--- src/rtl/msx_bus_drive_ctrl.sv ---
// Purpose : sequences one drive of the MSX data bus through a 74368 inverting
//           tri-state bank: latches ~din, then runs noe through setup/drive/gap.
// Latency : noe falls SETUP_CYC edges after accept and stays low HOLD_CYC cycles.
//           done pulses GAP_CYC edges after noe rises. All outputs are registered.
// Backpressure: busy is high from accept to the end of the gap. req seen while
//           busy is dropped, with no queueing. Resubmit after done.
//
// Ports:
//   clk   - clock; every state change happens on the rising edge
//   rst   - synchronous reset, active high; it wins over all other inputs
//   req   - drive request; sampled only while busy is low
//   din   - true-polarity data word; captured inverted into a at accept
//   abort - present only when BUS_DRIVE_ABORT_EN is defined
//   noe   - active-low output enable to the 74368 bank
//   a     - buffer inputs (~din captured at accept), held until the next accept
//   busy  - high from accept until the end of the turnaround gap
//   done  - single-cycle pulse on the edge where busy returns low
//
// Optional feature: define BUS_DRIVE_ABORT_EN to add the abort input. When
// abort is high in SETUP or DRIVE, noe releases at the next edge and the
// sequence jumps to a full-length GAP. abort is ignored in IDLE and GAP.

module msx_bus_drive_ctrl #(
    parameter int WIDTH     = 8,
    parameter int SETUP_CYC = 1,
    parameter int HOLD_CYC  = 2,
    parameter int GAP_CYC   = 1
) (
    input  logic             clk,
    input  logic             rst,
    input  logic             req,
    input  logic [WIDTH-1:0] din,
`ifdef BUS_DRIVE_ABORT_EN
    input  logic             abort,
`endif
    output logic             noe,
    output logic [WIDTH-1:0] a,
    output logic             busy,
    output logic             done
);

    // Elaboration-time range checks; the counter is only 4 bits wide.
    if (SETUP_CYC < 0 || SETUP_CYC > 15) begin : g_bad_setup
        $error("msx_bus_drive_ctrl: SETUP_CYC out of range 0..15");
    end
    if (HOLD_CYC < 1 || HOLD_CYC > 15) begin : g_bad_hold
        $error("msx_bus_drive_ctrl: HOLD_CYC out of range 1..15");
    end
    if (GAP_CYC < 0 || GAP_CYC > 15) begin : g_bad_gap
        $error("msx_bus_drive_ctrl: GAP_CYC out of range 0..15");
    end

    typedef enum logic [1:0] {
        IDLE  = 2'd0,
        SETUP = 2'd1,
        DRIVE = 2'd2,
        GAP   = 2'd3
    } state_t;

    // The counter is loaded with (cycles - 1) on state entry. The state is
    // left on the edge where the counter reads zero. Zero-length phases
    // never load their own count, so the clamp to zero only keeps the
    // constant in range.
    localparam logic [3:0] SETUP_LD = (SETUP_CYC > 0) ? 4'(SETUP_CYC - 1) : 4'd0;
    localparam logic [3:0] HOLD_LD  = (HOLD_CYC  > 0) ? 4'(HOLD_CYC  - 1) : 4'd0;
    localparam logic [3:0] GAP_LD   = (GAP_CYC   > 0) ? 4'(GAP_CYC   - 1) : 4'd0;

    state_t     state;
    logic [3:0] cnt;
    logic       abort_i;

`ifdef BUS_DRIVE_ABORT_EN
    assign abort_i = abort;
`else
    assign abort_i = 1'b0;
`endif

    always_ff @(posedge clk) begin
        if (rst) begin
            // The bus is released on the very next edge, whatever the phase.
            state <= IDLE;
            cnt   <= 4'd0;
            noe   <= 1'b1;
            a     <= '0;
            busy  <= 1'b0;
            done  <= 1'b0;
        end else begin
            done <= 1'b0;
            case (state)
                IDLE: begin
                    if (req) begin
                        a    <= ~din;
                        busy <= 1'b1;
                        if (SETUP_CYC == 0) begin
                            // No setup phase: the enable drops on the accept edge.
                            noe   <= 1'b0;
                            state <= DRIVE;
                            cnt   <= HOLD_LD;
                        end else begin
                            state <= SETUP;
                            cnt   <= SETUP_LD;
                        end
                    end
                end

                SETUP: begin
                    if (abort_i) begin
                        // Abort before the bus was driven: noe simply stays high.
                        noe <= 1'b1;
                        if (GAP_CYC == 0) begin
                            busy  <= 1'b0;
                            done  <= 1'b1;
                            state <= IDLE;
                            cnt   <= 4'd0;
                        end else begin
                            state <= GAP;
                            cnt   <= GAP_LD;
                        end
                    end else if (cnt == 4'd0) begin
                        noe   <= 1'b0;
                        state <= DRIVE;
                        cnt   <= HOLD_LD;
                    end else begin
                        cnt <= cnt - 4'd1;
                    end
                end

                DRIVE: begin
                    // Abort and normal completion share the same exit path.
                    if (abort_i || cnt == 4'd0) begin
                        noe <= 1'b1;
                        if (GAP_CYC == 0) begin
                            busy  <= 1'b0;
                            done  <= 1'b1;
                            state <= IDLE;
                            cnt   <= 4'd0;
                        end else begin
                            state <= GAP;
                            cnt   <= GAP_LD;
                        end
                    end else begin
                        cnt <= cnt - 4'd1;
                    end
                end

                GAP: begin
                    // Turnaround: the bank stays disabled so another driver can take the bus.
                    if (cnt == 4'd0) begin
                        busy  <= 1'b0;
                        done  <= 1'b1;
                        state <= IDLE;
                        cnt   <= 4'd0;
                    end else begin
                        cnt <= cnt - 4'd1;
                    end
                end

                default: begin
                    state <= IDLE;
                    cnt   <= 4'd0;
                    noe   <= 1'b1;
                    busy  <= 1'b0;
                end
            endcase
        end
    end

endmodule

--- config.mk ---
export PLATFORM = sky130hd
export DESIGN_NAME = msx_bus_drive_ctrl
export DESIGN_NICKNAME = d
export VERILOG_FILES = /design/src/rtl/msx_bus_drive_ctrl.sv
export SDC_FILE = /design/constraint.sdc
export NUM_CORES = 1
export LEC_CHECK = 0
export BUFFER_PORTS_ARGS = -buffer_cell sky130_fd_sc_hd__buf_2
export CAP_MARGIN = 25
export CORE_AREA = 4 4 43 45
export CTS_BUF_LIST = sky130_fd_sc_hd__clkbuf_4 sky130_fd_sc_hd__clkbuf_8
export CTS_CLUSTER_DIAMETER = 60
export DETAILED_ROUTE_END_ITERATION = 7
export DIE_AREA = 0 0 47 49
export PLACE_DENSITY_LB_ADDON = 0.3
export SLEW_MARGIN = 0
export SYNTH_ARGS = -nofsm -noshare
export SYNTH_HDL_FRONTEND = slang
export SYNTH_SLANG_ARGS = --single-unit
--- constraint.sdc ---
create_clock -name clk -period 5.1 [get_ports clk]
set_clock_uncertainty 0.2 [all_clocks]
set_input_delay 1.02 -clock clk [delete_from_list [all_inputs] [get_ports clk]]
set_output_delay 1.02 -clock clk [all_outputs]
set_load 0.005 [all_outputs]
After elaboration in Yosys (flattened, before gate mapping):

Cells that the tools add are included.

* register bits: 17
* latch bits: 0
* bits in writable memories: 0
* ROM bits: 0
* output and inout port bits: 11
* logic and storage cells: 41
* memories kept: 0

* add/sub/neg operators: 1
* multipliers: 0
* divide/modulo/power cells: 0
* order comparisons: 0
* equality and inequality tests: 7
* shift-type cells: 0
* multiplexer cells: 15
* bitwise logic cells: 2
* reduce and logical (&&, ||, !) cells: 10

Operator list (number)
* $mux W4: 3
* $pmux W4 S3: 1
* $mux W2: 4
* $ne A2 B2 Y1 const B: 4
* $not A8 Y8: 1
* $pmux W2 S4: 1
* $reduce_and A3 Y1: 2
* $eq A2 B2 Y1 const B: 2
* $logic_not A4 Y1: 1
* $mux W1: 4
* $pmux W1 S2: 2
* $reduce_and A4 Y1: 1
* $reduce_bool A2 Y1: 2
* $reduce_or A2 Y1: 2
* $sub A4 B1 Y4 const B: 1
* $eq A2 B1 Y1 const B: 1
* $logic_not A2 Y1: 1
* $reduce_and A2 Y1: 1
* $not A1 Y1: 1

Depth between registers and ports, before layout:

Gate-level depths: netlist of run 1.

* depth in word-level cells: 3
* mapped depth: 7
* gate-level depth less buffers: 6

Worst setup path after synthesis of run 1:

Ideal clock, no wire load.

* kind: input to register
* start point: input req
* end point: register state[1]
* library setup time: 0.128 ns
* arrival: 1.680 ns
* data required time: 4.772 ns
* path slack: 3.093 ns
* stages on the path: 4
* buffers on the path: 0
* cells stage by stage: nor2b_1 -> o21ba_4 -> mux2i_1 -> nor2_1

* word-level cells in the longest chain between the ends: 2

Ends and longest elaborated chain
* from (decl): line 31 `input logic req,`
* $ne A2 B2 Y1 (no source line)
* $reduce_and A4 Y1 (no source line)
* to (signal assigned): line 81 `state <= IDLE;`
* to (signal assigned): line 97 `state <= DRIVE;`
* to (signal assigned): line 100 `state <= SETUP;`
* to (decl): line 68 `state_t state;`

No other way between the ends.
A chain may end at the register's enable or synchronous reset.

Worst setup path after layout of run 1:

* start point: register busy
* end point: output busy

RTL lines
* from (decl): line 38 `output logic busy,`
* from (signal assigned): line 85 `busy <= 1'b0;`
* from (signal assigned): line 93 `busy <= 1'b1;`
* from (signal assigned): line 111 `busy <= 1'b0;`

No word-level cell between the ends.

==> results of run 1 <==
-- final cells by class --
class                      instances  area (um^2)
clock buffer                       4         30.0
fill                             143          544
inverter                           5         18.8
multi-input combinational         59          413
sequential                        17          340
tap                               16         20.0
timing repair buffer              21          105
-- registers in the layout, indices dropped and copies added (netlist names) --
register  cells
busy          1
cnt           4
done          1
a             8
noe           1
state         2
-- final timing paths --
kind | from | to | slack [ps] | cells after the start
worst max-delay path | busy | busy | 3100 | 1
worst min-delay path | a[0] | a[0] | 300 | 2
worst max register to register | state[0] | cnt[3] | 3230 | 6
worst min register to register | a[0] | a[0] | 300 | 2
-- where the power goes --
part	total [W]	internal (W)	leakage, nW	switching (W)
logic	0.000190	0.0000861	0.253	0.000104
clock network	0.0000759	0.0000357	0.0184	0.0000402
registers	0.000185	0.000164	0.140	0.0000202
total	0.000450	0.000286	0.411	0.000164
-- cell usage in the layout (no fill, tap or decap), drive strengths merged, types with 2 or more instances in the layout --
cell type	count
buf	21
ha	6
a22oi	2
nor2	17
nand2	3
inv	5
dfxtp	17
nor3	6
a21oi	3
a211oi	9
clkbuf	4
-- stage by stage --
stage / instance area [um^2] / cells / power (W) / setup WS (ps)
2_1_floorplan: 792 / 85 / 0.000331 / 3090
3_3_place_gp: 897 / 118 / 0.000370 / 2890
3_5_place_dp: 897 / 118 / 0.000379 / 2850
4_1_cts: 927 / 122 / 0.000455 / 3090
5_1_grt: 927 / 122 / 0.000491 / 3030
6_report: 927 / 122 / 0.000450 / 3100
-- kinds of logic after synthesis --
logic type | Yosys count | synth area share [%]
muxes | 1 | 1.26
AOI/OAI and AO/OA | 19 | 19.0
buffers and inverters | 9 | 4.90
and+or+nand+nor | 33 | 22.4
adders and majority gates | 6 | 9.48
DFF | 17 | 43.0
-- per-layer routing --
| metal | up-vias | part of all wire [%] | wire [um] | track usage (%) |
|---|---|---|---|---|
| met5 | - | 0 | 0 | 0 |
| met3 | 4 | 5.3 | 82 | 7.01 |
| met4 | 0 | 1.1 | 17 | 2.76 |
| met2 | 14 | 53 | 815 | 24.7 |
| met1 | 303 | 41 | 631 | 19.3 |
| li1 | 337 | - | - | - |
==> impl_metrics.py, run 1 <==
metrics = {
    "outcome": {
        "outcome": "complete, no violations",
    },
    "cts": {
        "clk_path_buf_depth": 2,
        "cts_tree": "yes",
        "cts_hold_buf": 0,
        "cts_root_buffer": "clkbuf_4",
        "clock-sinks": 17,
        "cts_setup_buffers": 0,
        "cts.clk_slew.worst_paths_ps": 90,
        "cts_buffers": 3,
        "ctsResizeCount": 0,
        "clock_latency_ps": 290,
        "htreeDepth": 1,
    },
    "sta": {
        "fin_setup_tns_ps": 0,
        "drv_slew": 0,
        "fin_crit_sh_pct": 39.2,
        "relSlewSlack_pct": 67.0,
        "fin_crit_ps": 2000,
        "setup_viol": 0,
        "rsz0062_at_grt": "no",
        "hold_viol": 0,
        "timing.fmax_ghz": 0.500,
        "worst_pin_slew_ps": 495,
        "whs_ps": 299,
    },
    "synthesis": {
        "ys.flop_type": "dfxtp_1",
        "yosys_warnings": 0,
        "synth-edff-count": 0,
        "synth_commonest_cells": "dfxtp_1, nor2_1, a211oi_1",
        "synth_fp_nets": 102,
        "synthTopCellsByArea": "dfxtp_1, ha_1, a211oi_1, nor2_1, nor3_1",
        "syn_avg_cell_area_um2": 9.32,
        "seq_area_frac_synth_pct": 43.0,
        "yosysUniqueCellTypes": 28,
        "synth_top_area_cell": "dfxtp_1",
        "ys_seq_elements": 17,
        "yosys.area.top_type_share_pct": 43.0,
        "async_flop_share_pct": 0,
        "synth_cells": 85,
        "syn_area_um2": 792,
        "yosysMostFrequentCell": "dfxtp_1",
    },
    "detailed_routing": {
        "drc": 0,
        "post_drt_wl_per_cell_um": 12.7,
        "routed_wl_mm": 1.55,
        "drt_iter0_drc": 15,
        "detail_route.first_pass.iterations": 4,
        "num_vias": 658,
        "via_per_inst": 5.39,
        "drtAntennaViolNets": 0,
    },
    "worst_setup_path": {
        "worst_ep_required_time_ps": 3880,
        "crit_path_end_kind": "primary output",
        "cp_top_family": "flip-flops",
        "critPathMaxStageDelay_ps": 370,
        "cp.arrival_ps": 780,
        "worstSetupPathType": "flop to primary output",
        "crit_slowest_cell": "dfxtp_1",
        "worst-path-buf-inv": 1,
        "cp_cell_sequence": "buf_2",
        "path_max_fanout": 3,
        "startpoint_type": "flop",
    },
    "grt": {
        "antenna_found_initial": 0,
        "grt_pass1_vias": 646,
        "grt_pass1_wl_mm": 2.70,
        "grt_max_degree": 18,
        "grtUsageTotal_pct": 15.6,
        "grt_overflow_total": 0,
    },
    "die": {
        "start_util_pct": 53.8,
        "io_pins": 22,
        "rows": 14,
        "die_w_um": 47,
        "coreArea_um2": 1470,
        "fp.dieArea_um2": 2300,
        "dieHeight_um": 49,
    },
    "pwr": {
        "leakage_nw": 0.411,
        "peakVddDrop_v": 0.000258,
        "power_density_nw_per_um2": 485,
    },
    "placement": {
        "dp_hpwl_mm": 1.18,
        "portBuffers": 21,
        "gp_congestion": 0.727,
    },
    "hold_path": {
        "hp-class": "flop to flop",
    },
    "final_layout": {
        "drive_above_1_share_pct": 29.2,
        "n_antenna_cell": 0,
        "syn2layout_area_growth_pct": 17.1,
        "nets": 124,
        "final_util_pct": 63.0,
    },
    "run": {
        "cap_viol_max_count": 0,
    },
}
No activity file was read; power rests on OpenSTA's default activity.
==> run 2: changes to the inputs <==
--- a/config.mk
+++ b/config.mk
@@ -5,13 +5,14 @@
 export SDC_FILE = /design/constraint.sdc
 export NUM_CORES = 1
 export LEC_CHECK = 0
+export ABC_AREA = 1
 export BUFFER_PORTS_ARGS = -buffer_cell sky130_fd_sc_hd__buf_2
 export CAP_MARGIN = 25
-export CORE_AREA = 4 4 43 45
+export CORE_AREA = 4 4 45 47
 export CTS_BUF_LIST = sky130_fd_sc_hd__clkbuf_4 sky130_fd_sc_hd__clkbuf_8
 export CTS_CLUSTER_DIAMETER = 60
 export DETAILED_ROUTE_END_ITERATION = 7
-export DIE_AREA = 0 0 47 49
+export DIE_AREA = 0 0 49 51
 export PLACE_DENSITY_LB_ADDON = 0.3
 export SLEW_MARGIN = 0
 export SYNTH_ARGS = -nofsm -noshare
==> constraint.sdc (replaced) <==
create_clock -name clk -period 2.05 [get_ports clk]
set_clock_uncertainty 0.2 [all_clocks]
set_input_delay 0.41 -clock clk [delete_from_list [all_inputs] [get_ports clk]]
set_output_delay 0.41 -clock clk [all_outputs]
set_load 0.005 [all_outputs]
==> run 2 against run 1 <==
Wire length is 1.6% higher; core utilization is 5.5 points lower; synthesized cell count is 20% higher; worst setup slack worse by 2700 ps; global-route usage is 2.0 points lower; first-iteration DRC count is 53% lower; combinational power grew to 2.7 times the previous value; clock power is 150% higher; total power grew to 2.6 times the previous value; die area is 8.5% higher; cell count is 16% higher; register-to-register slack worse by 2800 ps.
==> impl_metrics.py, run 2 <==
metrics = {
    "outcome": {
        "outcome": "complete, no violations",
    },
    "detailed_routing": {
        "num_vias": 693,
        "drtAntennaViolNets": 0,
        "routed_wl_mm": 1.57,
        "post_drt_wl_per_cell_um": 11.1,
        "via_per_inst": 4.88,
        "drt_iter0_drc": 7,
        "drc": 0,
        "detail_route.first_pass.iterations": 4,
    },
    "pwr": {
        "comb_power_share_pct": 43.9,
        "power_density_nw_per_um2": 1240,
        "peakVddDrop_v": 0.000651,
        "power_frac_seq_pct": 40.3,
        "swShare_pct": 39.4,
        "intPower_w": 0.000714,
        "p_sw_w": 0.000465,
        "power_w": 0.00118,
        "leakage_nw": 0.464,
        "p_clk_share_pct": 15.8,
    },
    "sta": {
        "fin_crit_ps": 1600,
        "whs_ps": 84.3,
        "relSlewSlack_pct": 83.1,
        "drv_slew": 0,
        "worst_pin_slew_ps": 253,
        "rsz0062_at_grt": "no",
        "fin_setup_tns_ps": 0,
        "setup_viol": 0,
        "hold_viol": 0,
        "timing.fmax_ghz": 0.623,
        "fin_crit_sh_pct": 78.3,
    },
    "final_layout": {
        "largest_reg_flops": 8,
        "stdcell_count": 142,
        "most-common-layout-cells": "buf_2, dfxtp_1, nand2_1",
        "final_common_cell": "buf_2",
        "final_util_pct": 57.5,
        "drive_above_1_share_pct": 28.8,
        "n_antenna_cell": 0,
        "multi_input_area_um2": 395,
        "n_fill_cell": 164,
        "nets": 143,
        "ff_latch_area_um2": 340,
        "syn2layout_area_growth_pct": 17.3,
        "regMostFlops": "a",
        "top_regs": "a: 8 flops, cnt: 4 flops, state: 2 flops",
    },
    "cts": {
        "clk_path_buf_depth": 2,
        "cts.clk_slew.worst_paths_ps": 90,
        "cts_root_buffer": "clkbuf_4",
        "cts_setup_buffers": 0,
        "clock-sinks": 17,
        "clock_latency_ps": 280,
        "cts_tree": "yes",
        "cts_buffers": 3,
        "cts_hold_buf": 0,
        "ctsResizeCount": 0,
        "htreeDepth": 1,
    },
    "grt": {
        "grtUsageTotal_pct": 13.6,
        "grt_pass1_vias": 673,
        "grt_overflow_total": 0,
        "grt_max_degree": 18,
        "grt_pass1_wl_mm": 2.70,
        "antenna_found_initial": 0,
    },
    "synthesis": {
        "async_flop_share_pct": 0,
        "synth_top_area_cell": "dfxtp_1",
        "seq_area_frac_synth_pct": 42.0,
        "yosys_warnings": 0,
        "ys.flop_type": "dfxtp_1",
        "synth_fp_nets": 119,
        "yosysUniqueCellTypes": 22,
        "ys_seq_elements": 17,
        "yosys.area.top_type_share_pct": 42.0,
        "yosysMostFrequentCell": "dfxtp_1",
        "synth_commonest_cells": "dfxtp_1, nand2_1, a21oi_1",
        "synthTopCellsByArea": "dfxtp_1, ha_1, a21oi_1, nand2_1, inv_1",
        "syn_area_um2": 810,
        "synth-edff-count": 0,
        "syn_avg_cell_area_um2": 7.94,
        "synth_cells": 102,
    },
    "hold_path": {
        "hp-class": "input port to flop",
    },
    "worst_setup_path": {
        "path_max_fanout": 17,
        "startpoint_type": "flop",
        "worst_ep_required_time_ps": 2020,
        "cp_top_family": "flip-flops",
        "crit_slowest_cell": "dfxtp_1",
        "worst-path-buf-inv": 2,
        "worstSetupPathType": "flop to flop",
        "reg2reg_slack_ps": 450,
        "cp_cell_sequence": "inv_1, ha_1, nand2_1, clkinv_2, o21ai_0, a21oi_1",
        "critPathMaxStageDelay_ps": 400,
        "cp.arrival_ps": 1580,
        "crit_path_end_kind": "flop",
    },
    "die": {
        "dieHeight_um": 51,
        "rows": 15,
        "coreArea_um2": 1650,
        "die_w_um": 49,
        "io_pins": 22,
        "start_util_pct": 49.0,
        "fp.dieArea_um2": 2500,
    },
    "placement": {
        "dp_hpwl_mm": 1.22,
        "placed_cells": 138,
        "portBuffers": 21,
        "gp_congestion": 0.712,
    },
    "run": {
        "cap_viol_max_count": 0,
    },
}
run 2: cell count changes after synthesis, moves of 2 or more:
cell / change
a21oi_1: +11
nand3_1: +5
clkbuf_1: -2
nor3_1: -2
nor2_1: -10
nand2_1: +13
a21oi_2: +2
inv_2: +3
inv_1: +6
a211oi_1: -8
o21ai_0: +6
a22oi_1: -2
run 2: area by class of cell:
| cell class | instances | area share [%] |
|---|---|---|
| multi-input cells | 68 | 41.6 |
| clock buffers | 4 | 3.16 |
| inverters | 15 | 6.06 |
| repair buffers | 21 | 11.1 |
| well taps | 17 | 2.24 |
| flip-flops and latches | 17 | 35.8 |
run 2: stage by stage:
stage          worst slack [ps]  area (um^2)
2_1_floorplan               595          810
3_3_place_gp                531          920
3_5_place_dp                464          920
4_1_cts                     445          950
5_1_grt                     273          950
6_report                    446          950
run 2: final timing paths:
check,from,end,cells after the start
setup / recovery,state[1],a[0],6
hold / removal,din[3],a[3],2
setup reg to reg,state[1],a[0],6
hold reg to reg,cnt[0],cnt[0],2
run 2: cells by family after synthesis:
logic type	Yosys count	share of synthesized area, %
AND/OR/NAND/NOR	36	21.6
buffers and inverters	17	9.12
XOR/XNOR	1	1.08
AO/OA/AOI/OAI	25	16.8
flip-flops	17	42.0
adder cells (fa/ha/maj)	6	9.27
run 2: power groups by stage:
stage	sequential [W]	clock [W]	combinational (W)
after floorplan	0.000483	0	0.000386
after global placement	0.000475	0	0.000508
after detailed placement	0.000481	0	0.000524
after CTS	0.000475	0.000194	0.000524
after global routing	0.000485	0.000214	0.000601
final	0.000475	0.000186	0.000518
run 2: metal layers:
layer / vias to the layer above / global-route usage (%) / share of wire (%)
met5: - / 0 / 0
met4: 0 / 5.38 / 0.76
met3: 2 / 3.50 / 3.1
met2: 12 / 24.6 / 53
met1: 304 / 15.2 / 43
li1: 375 / - / -
